**src/rtl/exc_pkg.sv**
```systemverilog
// rtl/exc_pkg.sv - exception kinds, FSM states, vector offsets and helper functions
// Purpose: shared types and pure helpers for exception_ctrl and its users.
// Contents: exc_kind_e, exc_state_e, VEC_OFF_* offsets, exc_onehot, exc_vector_off, exc_link_addr.
package exc_pkg;

    typedef enum logic [2:0] {EXC_NONE, SWI, DABT, PABT, UNDEF, IRQ, FIQ} exc_kind_e;

    typedef enum logic [1:0] {ST_IDLE, ST_FLUSH, ST_COMMIT} exc_state_e;

    localparam logic [31:0] VEC_OFF_UNDEF = 32'h0000_0004;
    localparam logic [31:0] VEC_OFF_SWI   = 32'h0000_0008;
    localparam logic [31:0] VEC_OFF_PABT  = 32'h0000_000C;
    localparam logic [31:0] VEC_OFF_DABT  = 32'h0000_0010;
    localparam logic [31:0] VEC_OFF_IRQ   = 32'h0000_0018;
    localparam logic [31:0] VEC_OFF_FIQ   = 32'h0000_001C;

    // Bit order {FIQ,IRQ,UNDEF,PABT,DABT,SWI}, as consumed by the CPSR block.
    function automatic logic [5:0] exc_onehot(input exc_kind_e kind);
        case (kind)
            FIQ:     return 6'b100000;
            IRQ:     return 6'b010000;
            UNDEF:   return 6'b001000;
            PABT:    return 6'b000100;
            DABT:    return 6'b000010;
            SWI:     return 6'b000001;
            default: return 6'b000000;
        endcase
    endfunction

    function automatic logic [31:0] exc_vector_off(input exc_kind_e kind);
        case (kind)
            UNDEF:   return VEC_OFF_UNDEF;
            SWI:     return VEC_OFF_SWI;
            PABT:    return VEC_OFF_PABT;
            DABT:    return VEC_OFF_DABT;
            IRQ:     return VEC_OFF_IRQ;
            FIQ:     return VEC_OFF_FIQ;
            default: return 32'h0;
        endcase
    endfunction

    // Data aborts return two instructions past the faulting load/store; everything
    // else returns one past the captured PC. Wraps at 32 bits.
    function automatic logic [31:0] exc_link_addr(input exc_kind_e kind, input logic [31:0] pc);
        return pc + ((kind == DABT) ? 32'd8 : 32'd4);
    endfunction

endpackage

```
**src/rtl/exception_ctrl_if.sv**
```systemverilog
// rtl/exception_ctrl_if.sv - pipeline/fetch/regfile side bundle of exception_ctrl
// Purpose: groups every non-clock/reset signal of exception_ctrl.
// Modports: slave  = exception_ctrl (takes requests, drives Exceptions/vector/link/flush)
//           master = surrounding controller (drives requests, consumes results)
interface exception_ctrl_if;
    logic        IrqIn;
    logic        FiqIn;
    logic [1:0]  IrqFiqMask;
    logic        PAbortReq;
    logic [31:0] PAbortPC;
    logic        UndefReq;
    logic [31:0] UndefPC;
    logic        SwiReq;
    logic [31:0] SwiPC;
    logic        DAbortReq;
    logic [31:0] DAbortPC;
    logic [31:0] IntPC;
    logic        PipeIdle;
    logic [5:0]  Exceptions;
    logic        FlushAll;
    logic        StallF;
    logic        VectorValid;
    logic [31:0] VectorPC;
    logic        LinkWrite;
    logic [31:0] LinkAddr;
    logic        Busy;

    modport slave (
        input  IrqIn, FiqIn, IrqFiqMask, PAbortReq, PAbortPC, UndefReq, UndefPC,
               SwiReq, SwiPC, DAbortReq, DAbortPC, IntPC, PipeIdle,
        output Exceptions, FlushAll, StallF, VectorValid, VectorPC, LinkWrite, LinkAddr, Busy
    );

    modport master (
        output IrqIn, FiqIn, IrqFiqMask, PAbortReq, PAbortPC, UndefReq, UndefPC,
               SwiReq, SwiPC, DAbortReq, DAbortPC, IntPC, PipeIdle,
        input  Exceptions, FlushAll, StallF, VectorValid, VectorPC, LinkWrite, LinkAddr, Busy
    );
endinterface

```
**src/rtl/exc_sync.sv**
```systemverilog
// rtl/exc_sync.sv - multi-flop synchroniser for asynchronous level inputs
// Ports: clk, rst_n (async active-low), d_i (async level), q_o (synchronised level)
module exc_sync #(
    parameter int STAGES = 2
) (
    input  logic clk,
    input  logic rst_n,
    input  logic d_i,
    output logic q_o
);
    logic [STAGES-1:0] sync_q;

    always_ff @(posedge clk or negedge rst_n) begin
        if (!rst_n) begin
            sync_q <= '0;
        end else begin
            sync_q <= {sync_q[STAGES-2:0], d_i};
        end
    end

    assign q_o = sync_q[STAGES-1];
endmodule

```
**src/rtl/exception_ctrl.sv**
```systemverilog
// rtl/exception_ctrl.sv - ARM exception prioritiser, pipeline flush and commit sequencer
// Purpose: picks the highest-priority exception, flushes the pipeline, then in one
//          commit cycle pulses Exceptions, VectorValid/VectorPC and LinkWrite/LinkAddr.
// Ports: clk, reset_n (async active-low), bus (exception_ctrl_if.slave: requests,
//        PCs, mask, PipeIdle in; Exceptions, FlushAll, StallF, vector, link, Busy out)
module exception_ctrl
    import exc_pkg::*;
#(
    parameter logic [31:0] VECTOR_BASE = 32'h0000_0000,
    parameter int          SYNC_STAGES = 2
) (
    input  logic              clk,
    input  logic              reset_n,
    exception_ctrl_if.slave   bus
);
    logic       irq_sync, fiq_sync;
    logic       irq_v, fiq_v;
    exc_kind_e  req_kind;
    logic [31:0] req_pc;

    exc_state_e  state_q;
    exc_kind_e   kind_q, kind_d;
    logic [31:0] pc_q, pc_d;
    logic [5:0]  exc_q;
    logic        flush_q, stall_q, busy_q, vvalid_q, lwrite_q;
    logic [31:0] vpc_q, link_q;

    exc_sync #(.STAGES(SYNC_STAGES)) u_irq_sync (
        .clk(clk), .rst_n(reset_n), .d_i(bus.IrqIn), .q_o(irq_sync)
    );
    exc_sync #(.STAGES(SYNC_STAGES)) u_fiq_sync (
        .clk(clk), .rst_n(reset_n), .d_i(bus.FiqIn), .q_o(fiq_sync)
    );

    // IrqFiqMask is CPSR {I,F}: bit 1 masks IRQ, bit 0 masks FIQ.
    assign irq_v = irq_sync & ~bus.IrqFiqMask[1];
    assign fiq_v = fiq_sync & ~bus.IrqFiqMask[0];

    // Priority DABT > FIQ > IRQ > PABT > UNDEF > SWI; interrupts return to IntPC.
    always_comb begin
        req_kind = EXC_NONE;
        req_pc   = '0;
        if (bus.DAbortReq) begin
            req_kind = DABT;  req_pc = bus.DAbortPC;
        end else if (fiq_v) begin
            req_kind = FIQ;   req_pc = bus.IntPC;
        end else if (irq_v) begin
            req_kind = IRQ;   req_pc = bus.IntPC;
        end else if (bus.PAbortReq) begin
            req_kind = PABT;  req_pc = bus.PAbortPC;
        end else if (bus.UndefReq) begin
            req_kind = UNDEF; req_pc = bus.UndefPC;
        end else if (bus.SwiReq) begin
            req_kind = SWI;   req_pc = bus.SwiPC;
        end
    end

    // While flushing, a data abort belongs to an older load/store than whatever
    // was captured, so it takes over the capture.
    always_comb begin
        kind_d = kind_q;
        pc_d   = pc_q;
        if (bus.DAbortReq && kind_q != DABT) begin
            kind_d = DABT;
            pc_d   = bus.DAbortPC;
        end
    end

    always_ff @(posedge clk or negedge reset_n) begin
        if (!reset_n) begin
            state_q  <= ST_IDLE;
            kind_q   <= EXC_NONE;
            pc_q     <= '0;
            exc_q    <= '0;
            flush_q  <= 1'b0;
            stall_q  <= 1'b0;
            busy_q   <= 1'b0;
            vvalid_q <= 1'b0;
            vpc_q    <= '0;
            lwrite_q <= 1'b0;
            link_q   <= '0;
        end else begin
            exc_q    <= '0;
            vvalid_q <= 1'b0;
            lwrite_q <= 1'b0;
            case (state_q)
                ST_IDLE: begin
                    if (req_kind != EXC_NONE) begin
                        state_q <= ST_FLUSH;
                        kind_q  <= req_kind;
                        pc_q    <= req_pc;
                        flush_q <= 1'b1;
                        stall_q <= 1'b1;
                        busy_q  <= 1'b1;
                    end
                end
                ST_FLUSH: begin
                    kind_q <= kind_d;
                    pc_q   <= pc_d;
                    if (bus.PipeIdle) begin
                        state_q  <= ST_COMMIT;
                        flush_q  <= 1'b0;
                        exc_q    <= exc_onehot(kind_d);
                        vvalid_q <= 1'b1;
                        vpc_q    <= VECTOR_BASE + exc_vector_off(kind_d);
                        lwrite_q <= 1'b1;
                        link_q   <= exc_link_addr(kind_d, pc_d);
                    end
                end
                ST_COMMIT: begin
                    state_q <= ST_IDLE;
                    kind_q  <= EXC_NONE;
                    stall_q <= 1'b0;
                    busy_q  <= 1'b0;
                    vpc_q   <= '0;
                    link_q  <= '0;
                end
                default: begin
                    state_q <= ST_IDLE;
                    flush_q <= 1'b0;
                    stall_q <= 1'b0;
                    busy_q  <= 1'b0;
                end
            endcase
        end
    end

    assign bus.Exceptions  = exc_q;
    assign bus.FlushAll    = flush_q;
    assign bus.StallF      = stall_q;
    assign bus.Busy        = busy_q;
    assign bus.VectorValid = vvalid_q;
    assign bus.VectorPC    = vpc_q;
    assign bus.LinkWrite   = lwrite_q;
    assign bus.LinkAddr    = link_q;
endmodule
```
**src/flat_wrapper.sv**
```systemverilog
// flat-port wrapper written by rule: the top's interface ports become plain ports
module exception_ctrl_flat import exc_pkg::*;
#(
    parameter logic [31:0] VECTOR_BASE = 32'h0000_0000,
    parameter int          SYNC_STAGES = 2
)
  (clk, reset_n, bus_IrqIn, bus_FiqIn, bus_IrqFiqMask, bus_PAbortReq, bus_PAbortPC, bus_UndefReq, bus_UndefPC, bus_SwiReq, bus_SwiPC, bus_DAbortReq, bus_DAbortPC, bus_IntPC, bus_PipeIdle, bus_Exceptions, bus_FlushAll, bus_StallF, bus_VectorValid, bus_VectorPC, bus_LinkWrite, bus_LinkAddr, bus_Busy);
  exception_ctrl_if bus_i ();
  input  logic clk;
  input  logic reset_n;
  input wire logic [$bits(bus_i.IrqIn)-1:0] bus_IrqIn;
  input wire logic [$bits(bus_i.FiqIn)-1:0] bus_FiqIn;
  input wire logic [$bits(bus_i.IrqFiqMask)-1:0] bus_IrqFiqMask;
  input wire logic [$bits(bus_i.PAbortReq)-1:0] bus_PAbortReq;
  input wire logic [$bits(bus_i.PAbortPC)-1:0] bus_PAbortPC;
  input wire logic [$bits(bus_i.UndefReq)-1:0] bus_UndefReq;
  input wire logic [$bits(bus_i.UndefPC)-1:0] bus_UndefPC;
  input wire logic [$bits(bus_i.SwiReq)-1:0] bus_SwiReq;
  input wire logic [$bits(bus_i.SwiPC)-1:0] bus_SwiPC;
  input wire logic [$bits(bus_i.DAbortReq)-1:0] bus_DAbortReq;
  input wire logic [$bits(bus_i.DAbortPC)-1:0] bus_DAbortPC;
  input wire logic [$bits(bus_i.IntPC)-1:0] bus_IntPC;
  input wire logic [$bits(bus_i.PipeIdle)-1:0] bus_PipeIdle;
  output wire logic [$bits(bus_i.Exceptions)-1:0] bus_Exceptions;
  output wire logic [$bits(bus_i.FlushAll)-1:0] bus_FlushAll;
  output wire logic [$bits(bus_i.StallF)-1:0] bus_StallF;
  output wire logic [$bits(bus_i.VectorValid)-1:0] bus_VectorValid;
  output wire logic [$bits(bus_i.VectorPC)-1:0] bus_VectorPC;
  output wire logic [$bits(bus_i.LinkWrite)-1:0] bus_LinkWrite;
  output wire logic [$bits(bus_i.LinkAddr)-1:0] bus_LinkAddr;
  output wire logic [$bits(bus_i.Busy)-1:0] bus_Busy;
  assign bus_i.IrqIn = bus_IrqIn;
  assign bus_i.FiqIn = bus_FiqIn;
  assign bus_i.IrqFiqMask = bus_IrqFiqMask;
  assign bus_i.PAbortReq = bus_PAbortReq;
  assign bus_i.PAbortPC = bus_PAbortPC;
  assign bus_i.UndefReq = bus_UndefReq;
  assign bus_i.UndefPC = bus_UndefPC;
  assign bus_i.SwiReq = bus_SwiReq;
  assign bus_i.SwiPC = bus_SwiPC;
  assign bus_i.DAbortReq = bus_DAbortReq;
  assign bus_i.DAbortPC = bus_DAbortPC;
  assign bus_i.IntPC = bus_IntPC;
  assign bus_i.PipeIdle = bus_PipeIdle;
  assign bus_Exceptions = bus_i.Exceptions;
  assign bus_FlushAll = bus_i.FlushAll;
  assign bus_StallF = bus_i.StallF;
  assign bus_VectorValid = bus_i.VectorValid;
  assign bus_VectorPC = bus_i.VectorPC;
  assign bus_LinkWrite = bus_i.LinkWrite;
  assign bus_LinkAddr = bus_i.LinkAddr;
  assign bus_Busy = bus_i.Busy;
  exception_ctrl #(.VECTOR_BASE(VECTOR_BASE), .SYNC_STAGES(SYNC_STAGES)) u_core (.clk(clk), .reset_n(reset_n), .bus(bus_i));
endmodule
```
**config.mk**
```make
export PLATFORM = sky130hd
export DESIGN_NAME = exception_ctrl_flat
export DESIGN_NICKNAME = d
export VERILOG_FILES = /design/src/rtl/exc_pkg.sv /design/src/rtl/exception_ctrl_if.sv /design/src/rtl/exc_sync.sv /design/src/rtl/exception_ctrl.sv /design/src/flat_wrapper.sv
export SDC_FILE = /design/constraint.sdc
export NUM_CORES = 1
export LEC_CHECK = 0
export ABC_CLOCK_PERIOD_IN_PS = 4000
export BUFFER_PORTS_ARGS = -buffer_cell sky130_fd_sc_hd__buf_2
export CORE_AREA = 2 2 126 128
export CTS_CLUSTER_SIZE = 14
export DETAILED_ROUTE_END_ITERATION = 10
export DIE_AREA = 0 0 128 130
export PLACE_DENSITY = 0.79
export SETUP_SLACK_MARGIN = 0.3
export SLEW_MARGIN = 10
export SYNTH_ARGS = -nofsm -noshare
export SYNTH_HDL_FRONTEND = slang
export SYNTH_HIERARCHICAL = 1
export SYNTH_SLANG_ARGS = --single-unit
```
**constraint.sdc**
```tcl
create_clock -name clk -period 4 [get_ports clk]
set_input_delay 0.6 -clock clk [delete_from_list [all_inputs] [get_ports clk]]
set_output_delay 0.6 -clock clk [all_outputs]
set_load 0.01 [all_outputs]
```
==> results of run 1 <==
[area by class of cell]
type | count | area, um^2 | share of cell area [%]
diodes | 5 | 12.51 | 0.1647
clock inverters | 4 | 47.55 | 0.6260
multi-input cells | 594 | 3642 | 47.96
repair buffers | 236 | 1234 | 16.24
clock buffers | 12 | 246.5 | 3.245
well taps | 192 | 240.2 | 3.163
inverters | 12 | 45.04 | 0.5931
flip-flops and latches | 85 | 2127 | 28.01
[flip-flops by register name, summed over array words and instances (netlist names), 2 cells and up]
register	flops
u_core/bus.VectorPC	3
u_core/bus.LinkAddr	32
u_core/u_irq_sync/sync_q	2
u_core/u_fiq_sync/sync_q	2
u_core/kind_q	3
u_core/bus.Exceptions	6
u_core/pc_q	32
u_core/state_q	2
[power breakdown]
group	switching [uW]	leakage, uW	internal [uW]
Combinational	1750	0.00228	1080
Clock	335	0.000143	499
Sequential	302	0.00107	1220
Total	2380	0.00350	2810
[cells by family after synthesis]
family                   Yosys count  synth area share (%)
AND/OR/NAND/NOR                  271                 21.44
flip-flops                        85                 34.39
buffers and inverters            105                 8.638
multiplexers                      23                 3.743
adder cells (fa/ha/maj)            5                 1.012
AO/OA/AOI/OAI                    246                 27.88
XOR/XNOR                          20                 2.832
other                              1               0.06063
[layer usage]
| metal | up-vias | GRT usage (%) | share of wire, % |
|---|---|---|---|
| met3 | 38 | 7.831 | 11 |
| li1 | 3132 | - | - |
| met5 | - | 0 | 0.050 |
| met4 | 2 | 9.308 | 2.1 |
| met1 | 3126 | 34.85 | 42 |
| met2 | 380 | 39.13 | 45 |
[final timing paths]
kind,from,end,cells past startpoint
worst max register to register,u_core/kind_q[2],u_core/bus.LinkAddr[30],11
worst min register to register,u_core/u_fiq_sync/sync_q[0],u_core/u_fiq_sync/sync_q[1],0
worst min-delay path,reset_n,u_core/u_fiq_sync/sync_q[1],1
worst max-delay path,u_core/kind_q[2],u_core/bus.LinkAddr[30],11
max in group asynchronous,reset_n,u_core/bus.LinkAddr[1],2
min in group clk,bus_IrqIn,u_core/u_irq_sync/sync_q[0],1
[worst reg2reg max path: stages, from the launching register on]
cell and delay, ns:
dfrtp_1 0.47, or3b_1 0.63, mux2i_1 0.41, o31a_1 0.20, ha_1 0.16, a21oi_1 0.05
mux2i_1 0.16, buf_4 0.16, o21ai_1 0.29, nor4_1 0.48, or3_1 0.17, nand3_1 0.06
[cell usage after synthesis, types with 3 or more instances]
library cell and n:
nor3_1 44, xor2_1 12, a221oi_1 33, nand2b_1 6, ha_1 5, and2_1 3
o211ai_1 3, buf_1 5, and3_1 10, nand4_1 6, inv_1 11, nand3_1 19
o221ai_1 3, nor2b_1 35, buf_2 7, nand2_1 82, nor4_1 11, o31ai_1 14
o21a_1 4, a22o_1 8, or3_1 7, xnor2_1 8, a211oi_1 7, a32o_1 5
o21ai_0 59, nor2_1 40, mux2i_1 22, or2_2 3, a221o_1 20, a22oi_1 4
buf_4 31, a21oi_1 57, clkbuf_1 48, dfrtp_1 85, a31oi_1 7
[cells in the final DEF, fill, tap and decap left out, types with 3 or more instances in the layout]
master     netlist  final
a211oi_1         7      7
a21oi_1         57     57
a221o_1         20     20
a221oi_1        33     33
a22o_1           8      8
a22oi_1          4      4
a31oi_1          7      7
a32o_1           5      5
and2_1           3      3
and3_1          10     10
buf_2            7    215
buf_4           31     21
clkbuf_16        0      9
conb_1           1     29
dfrtp_1         85     85
diode_2          0      5
ha_1             5      5
inv_1           11     11
mux2i_1         22     22
nand2_1         82     82
nand2b_1         6      6
nand3_1         19     19
nand4_1          6      6
nor2_1          40     39
nor2b_1         35     34
nor3_1          44     44
nor4_1          11     11
o211ai_1         3      3
o21a_1           4      4
o21ai_0         59     58
o221ai_1         3      3
o31ai_1         14     14
or2_2            3      3
or3_1            7      7
xnor2_1          8      8
xor2_1          12     12
[per-stage QoR]
| step | cell area, um^2 | setup WS (ns) |
|---|---|---|
| 2_1_floorplan | 6290 | 0.4623 |
| 3_3_place_gp | 7288 | 0.5157 |
| 3_5_place_dp | 7288 | 0.4606 |
| 4_1_cts | 7582 | 0.4310 |
| 5_1_grt | 7587 | 0.3290 |
| 6_report | 7595 | 0.6394 |
==> flow_metrics.tcl, run 1 <==
set metrics [dict create \
    ys_top_cells_by_area "dfrtp_1 34%, nand2_1 5.0%, o21ai_0 4.8%, a221oi_1 4.7%, a21oi_1 4.6%" \
    fin_hold_ws_ns 0.3445 \
    cts_tree "built" \
    die_area_um2 16640 \
    setup-violations-final 0 \
    placedCellCount 1119 \
    dr.pass1.iters 5 \
    routed_wl_um 22090 \
    antenna_found_initial 3 \
    fin_skew_ns 0.007577 \
    final_nets 1114 \
    crit_chain "or3b_1, mux2i_1, o31a_1, ha_1, a21oi_1, mux2i_1, buf_4, o21ai_1, nor4_1, or3_1, nand3_1" \
    yosys.area.top_type "dfrtp_1" \
    worst_pin_slew_ns 0.8760 \
    die_h_um 130 \
    htree_num_levels 3 \
    finalHoldViolCount 0 \
    cts_resized 0 \
    power_uw 5191 \
    crit_family "simple AND/OR/NAND/NOR gates" \
    fin_crit_sh_pct 84.02 \
    ys_warn_count 6 \
    rrSetupSlack_ns 0.64 \
    gp_congestion 0.9063 \
    drive_gt1_share_pct 28.31 \
    max-vdd-ir-drop_mv 0.3697 \
    cp_slowest_cell "or3b_1" \
    clk_path_buf_depth 2 \
    wl_per_cell_um 19.37 \
    outcome "complete, no violations" \
    rsz0062_at_grt "no" \
    grt_pass1_vias 6134 \
    synth-edff-count 0 \
    cts_sinks 85 \
    drv_slew 0 \
    port_buffers 216 \
    initial_core_util_pct 40.10 \
    avgViaCountPerCell 5.858 \
    synth_seq_cells 85 \
    critical_path_class "flip-flop to flip-flop" \
    post_cts_buffers 0 \
    die_w_um 128 \
    overflow 0 \
    root_buffer "clkbuf_16" \
    synthArstFlopShare_pct 100.0 \
    yosysTopAreaCellShare_pct 34.39 \
    clkLatencyLatePin_ns 0.34 \
    grt_pass1_wl_um 33350 \
    drt_iter0_drc 897 \
    io_pins 246 \
    num_rows 46 \
    drc 0 \
    syn_to_final_growth_pct 22.80 \
    grt_util_all_layers_pct 25.74 \
    p_leak_uw 0.003499 \
    start_kind "flip-flop" \
    utilization_pct 49.24 \
    layout_min_cycle_time_ns 3.361 \
    max-cap-violations 0 \
    synthCells 756 \
    crit_path_frequent_cell "mux2i_1" \
    min_path_type "primary input to asynchronous set/reset pin" \
    seq_area_frac_synth_pct 34.39 \
    ys.flop_type "dfrtp_1" \
    ant_nets 0 \
    fin_tns_setup_ns 0 \
    crit_buf_inv 1 \
    fill_cells 1571 \
    crit_path_end_kind "flip-flop" \
    dpl.hpwl_um 16550 \
    syn-cell-area_um2 6185 \
    syn_area_per_cell_um2 8.181 \
    cellPowerDensity_nw_per_um2 683.5 \
    num_vias 6678 \
    critPathArrivalTime_ns 3.59 \
    slowest_delay_ns 0.63 \
    hold_buffers 0 \
    maxSlewHeadroom_pct 41.21 \
    grt_max_degree 63 \
    cts_buffers 9 \
    core-area_um2 15420 \
    fmax_mhz 297.6 \
    clkTransAtPathRegs_ns 0.06 \
    synth.distinct_cells 61 \
    crit_fanout 11 \
    final_cells 1140 \
    worst_ep_required_time_ns 4.23 \
]
Power figures use the tool's default switching activity.
==> run 2: changes to the inputs <==
ABC_AREA = 1   (was unset)
ABC_CLOCK_PERIOD_IN_PS = 2800   (was 4000)
CORE_AREA = 2 2 130 132   (was 2 2 126 128)
DIE_AREA = 0 0 132 134   (was 0 0 128 130)
PLACE_DENSITY = 0.8   (was 0.79)
clock period = 2.8 ns   (was 4 ns; I/O delays follow)
==> run 2 against run 1 <==
  * First-iteration DRC count is 29% lower
  * Clock power rose by 55%
  * Sequential power increased by 33%
  * Combinational power increased by 54%
  * Largest cell class unchanged
  * Largest power group unchanged
  * Highest routed layer unchanged
==> flow_metrics.tcl, run 2 <==
set metrics [dict create \
    die_area_um2 17690 \
    p_sw_uw 3697 \
    port_buffers 216 \
    synth-edff-count 0 \
    routed_wl_um 22970 \
    finalHoldViolCount 0 \
    crit_chain "inv_2, nand3_4, nand2_4, mux2_2, ha_1, ha_1, inv_1, nand2_2, nand2_4, nor2_4, nand3_1, nand3_1, nand3_1, nand2_1" \
    drc 0 \
    die_w_um 132 \
    final_nets 1312 \
    core-area_um2 16290 \
    syn_to_final_growth_pct 22.39 \
    cts_buffers 9 \
    rrSetupSlack_ns 0.44 \
    maxSlewHeadroom_pct 62.59 \
    synth_seq_cells 85 \
    setup-violations-final 0 \
    mostFrequentLayoutCell "buf_2" \
    max-cap-violations 0 \
    worstReg2RegEnd "u_core/bus.LinkAddr[26]" \
    grt_util_all_layers_pct 25.70 \
    drt_iter0_drc 641 \
    intPower_uw 3984 \
    worst_pin_slew_ns 0.5611 \
    htree_num_levels 3 \
    syn-cell-area_um2 6566 \
    antenna_found_initial 2 \
    r2r-start "u_core/kind_q[0]" \
    crit_path_end_kind "flip-flop" \
    worst_ep_required_time_ns 3.03 \
    synth.distinct_cells 42 \
    layout_min_cycle_time_ns 2.360 \
    cellPowerDensity_nw_per_um2 955.7 \
    grt_max_degree 65 \
    fin_skew_ns 0.009131 \
    drv_slew 0 \
    utilization_pct 49.34 \
    yosysMostFrequentCell "nand2_1" \
    min_path_type "primary input to asynchronous set/reset pin" \
    ys_top_cells_by_area "dfrtp_1 32%, o21ai_0 11%, nand2_1 11%, a21oi_1 5.9%, nand3_1 4.6%" \
    pwr-share-comb_pct 56.7 \
    wl_per_cell_um 16.88 \
    die_h_um 134 \
    drive_gt1_share_pct 29.82 \
    cts_sinks 85 \
    yosys.area.top_type "dfrtp_1" \
    slowest_delay_ns 0.44 \
    synthCells 946 \
    start_kind "flip-flop" \
    setup_ws_ns 0.4399 \
    cts_tree "built" \
    num_rows 47 \
    rsz0062_at_grt "no" \
    max-vdd-ir-drop_mv 0.4018 \
    clkTransAtPathRegs_ns 0.06 \
    rr_worst_depth 14 \
    clk_path_buf_depth 2 \
    p_leak_uw 0.003970 \
    num_vias 7205 \
    fin_tns_setup_ns 0 \
    gp_congestion 0.9515 \
    root_buffer "clkbuf_16" \
    synthTopCellsByCount "194 x nand2_1, 150 x o21ai_0, 85 x dfrtp_1" \
    pwr-share-clk_pct 16.8 \
    mostFrequentLayoutCells "215 x buf_2, 193 x nand2_1, 150 x o21ai_0" \
    grt_pass1_wl_um 36230 \
    dr.pass1.iters 6 \
    fin_crit_sh_pct 84.29 \
    hold_buffers 0 \
    io_pins 246 \
    switching_share_pct 48.13 \
    clkLatencyLatePin_ns 0.34 \
    initial_core_util_pct 40.31 \
    yosysTopAreaCellShare_pct 32.39 \
    grt_pass1_vias 6809 \
    critPathArrivalTime_ns 2.59 \
    ant_nets 0 \
    syn_area_per_cell_um2 6.941 \
    cp_slowest_cell "dfrtp_2" \
    dpl.hpwl_um 18200 \
    post-place-ws_ns 0.3877 \
    fmax_mhz 423.7 \
    outcome "complete, no violations" \
    critical_path_class "flip-flop to flip-flop" \
    synthArstFlopShare_pct 100.0 \
    ys.flop_type "dfrtp_1" \
    crit_path_frequent_cell "nand3_1" \
    overflow 0 \
    fill_cells 1671 \
    crit_fanout 5 \
    ys_warn_count 6 \
    avgViaCountPerCell 5.294 \
    seqPwrFrac_pct 26.5 \
    seq_area_frac_synth_pct 32.39 \
]
[run 2: cell type report]
cell class                      instances  area (um^2)  share of cell area, %
Antenna cell                            1        2.502                0.03114
Clock buffer                           10        239.0                  2.974
Clock inverter                          5        75.07                 0.9341
Inverter                               69        259.0                  3.223
Multi-Input combinational cell        736         3776                  46.99
Sequential cell                        85         2130                  26.50
Tap cell                              220        275.3                  3.425
Timing Repair Buffer                  235         1280                  15.93
[run 2: critical path, delay by kind of cell, from the launching register on]
kind / cells / cell delay, ns
and+or+nand+nor: 9 / 0.86
DFF: 1 / 0.44
adders and majority gates: 2 / 0.42
muxes: 1 / 0.36
buffers and inverters: 2 / 0.16
[run 2: worst max path at each step]
stage | to | cells after the start | start
floorplan | u_core/bus.LinkAddr[24] | 15 | u_core/kind_q[0]
global placement | u_core/bus.LinkAddr[23] | 11 | bus_DAbortReq
detailed placement | u_core/bus.LinkAddr[23] | 11 | bus_DAbortReq
CTS | u_core/bus.LinkAddr[24] | 14 | u_core/kind_q[0]
global route | u_core/bus.LinkAddr[24] | 14 | u_core/kind_q[0]
finish | u_core/bus.LinkAddr[26] | 14 | u_core/kind_q[0]
[run 2: power groups by stage]
stage	sequential (uW)	clock, uW	combinational, uW
finish	2030	1290	4360
global route	2090	1360	4840
CTS	2030	1310	4300
detailed placement	2050	0	4280
global placement	2040	0	4220
floorplan	2100	0	2950
[run 2: per-stage QoR]
stage               hold WS [ns]  power [uW]  instances  instance area, um^2
finish                   0.06219        7681       1361                 8036
global route              0.1152        8296       1361                 8036
CTS                      0.08387        7638       1359                 8018
detailed placement        0.3370        6332       1344                 7704
global placement          0.3320        6260       1344                 7704
floorplan                 0.1244        5057        974                 6671
[run 2: logic make-up (layout without fill, tap and decap cells)]
kind of cell	count (synthesis)	in the layout	synth area share [%]
AOI/OAI and AO/OA	292	292	24.73
DFF	85	85	32.39
muxes	1	1	0.1715
other	1	30	0.05711
adders and majority gates	5	5	0.9527
and+or+nand+nor	408	408	29.78
xor gates and xnor gates	1	1	0.1334
buffers and inverters	153	319	11.78
[run 2: per-layer routing]
metal  vias to the layer above  part of all wire (%)  GRT usage [%]
met5                         -                 0.048              0
met4                         2                   2.1          8.152
met3                        35                   7.2          4.686
met2                       339                    47          42.04
met1                      3304                    43          34.60
li1                       3525                     -              -
[run 2: repair_timing]
item	4_1_cts	5_1_grt
endpoints found under the setup margin	0	8
resized for setup	0	4
setup buffers	0	1
endpoints found under the hold margin	0	0
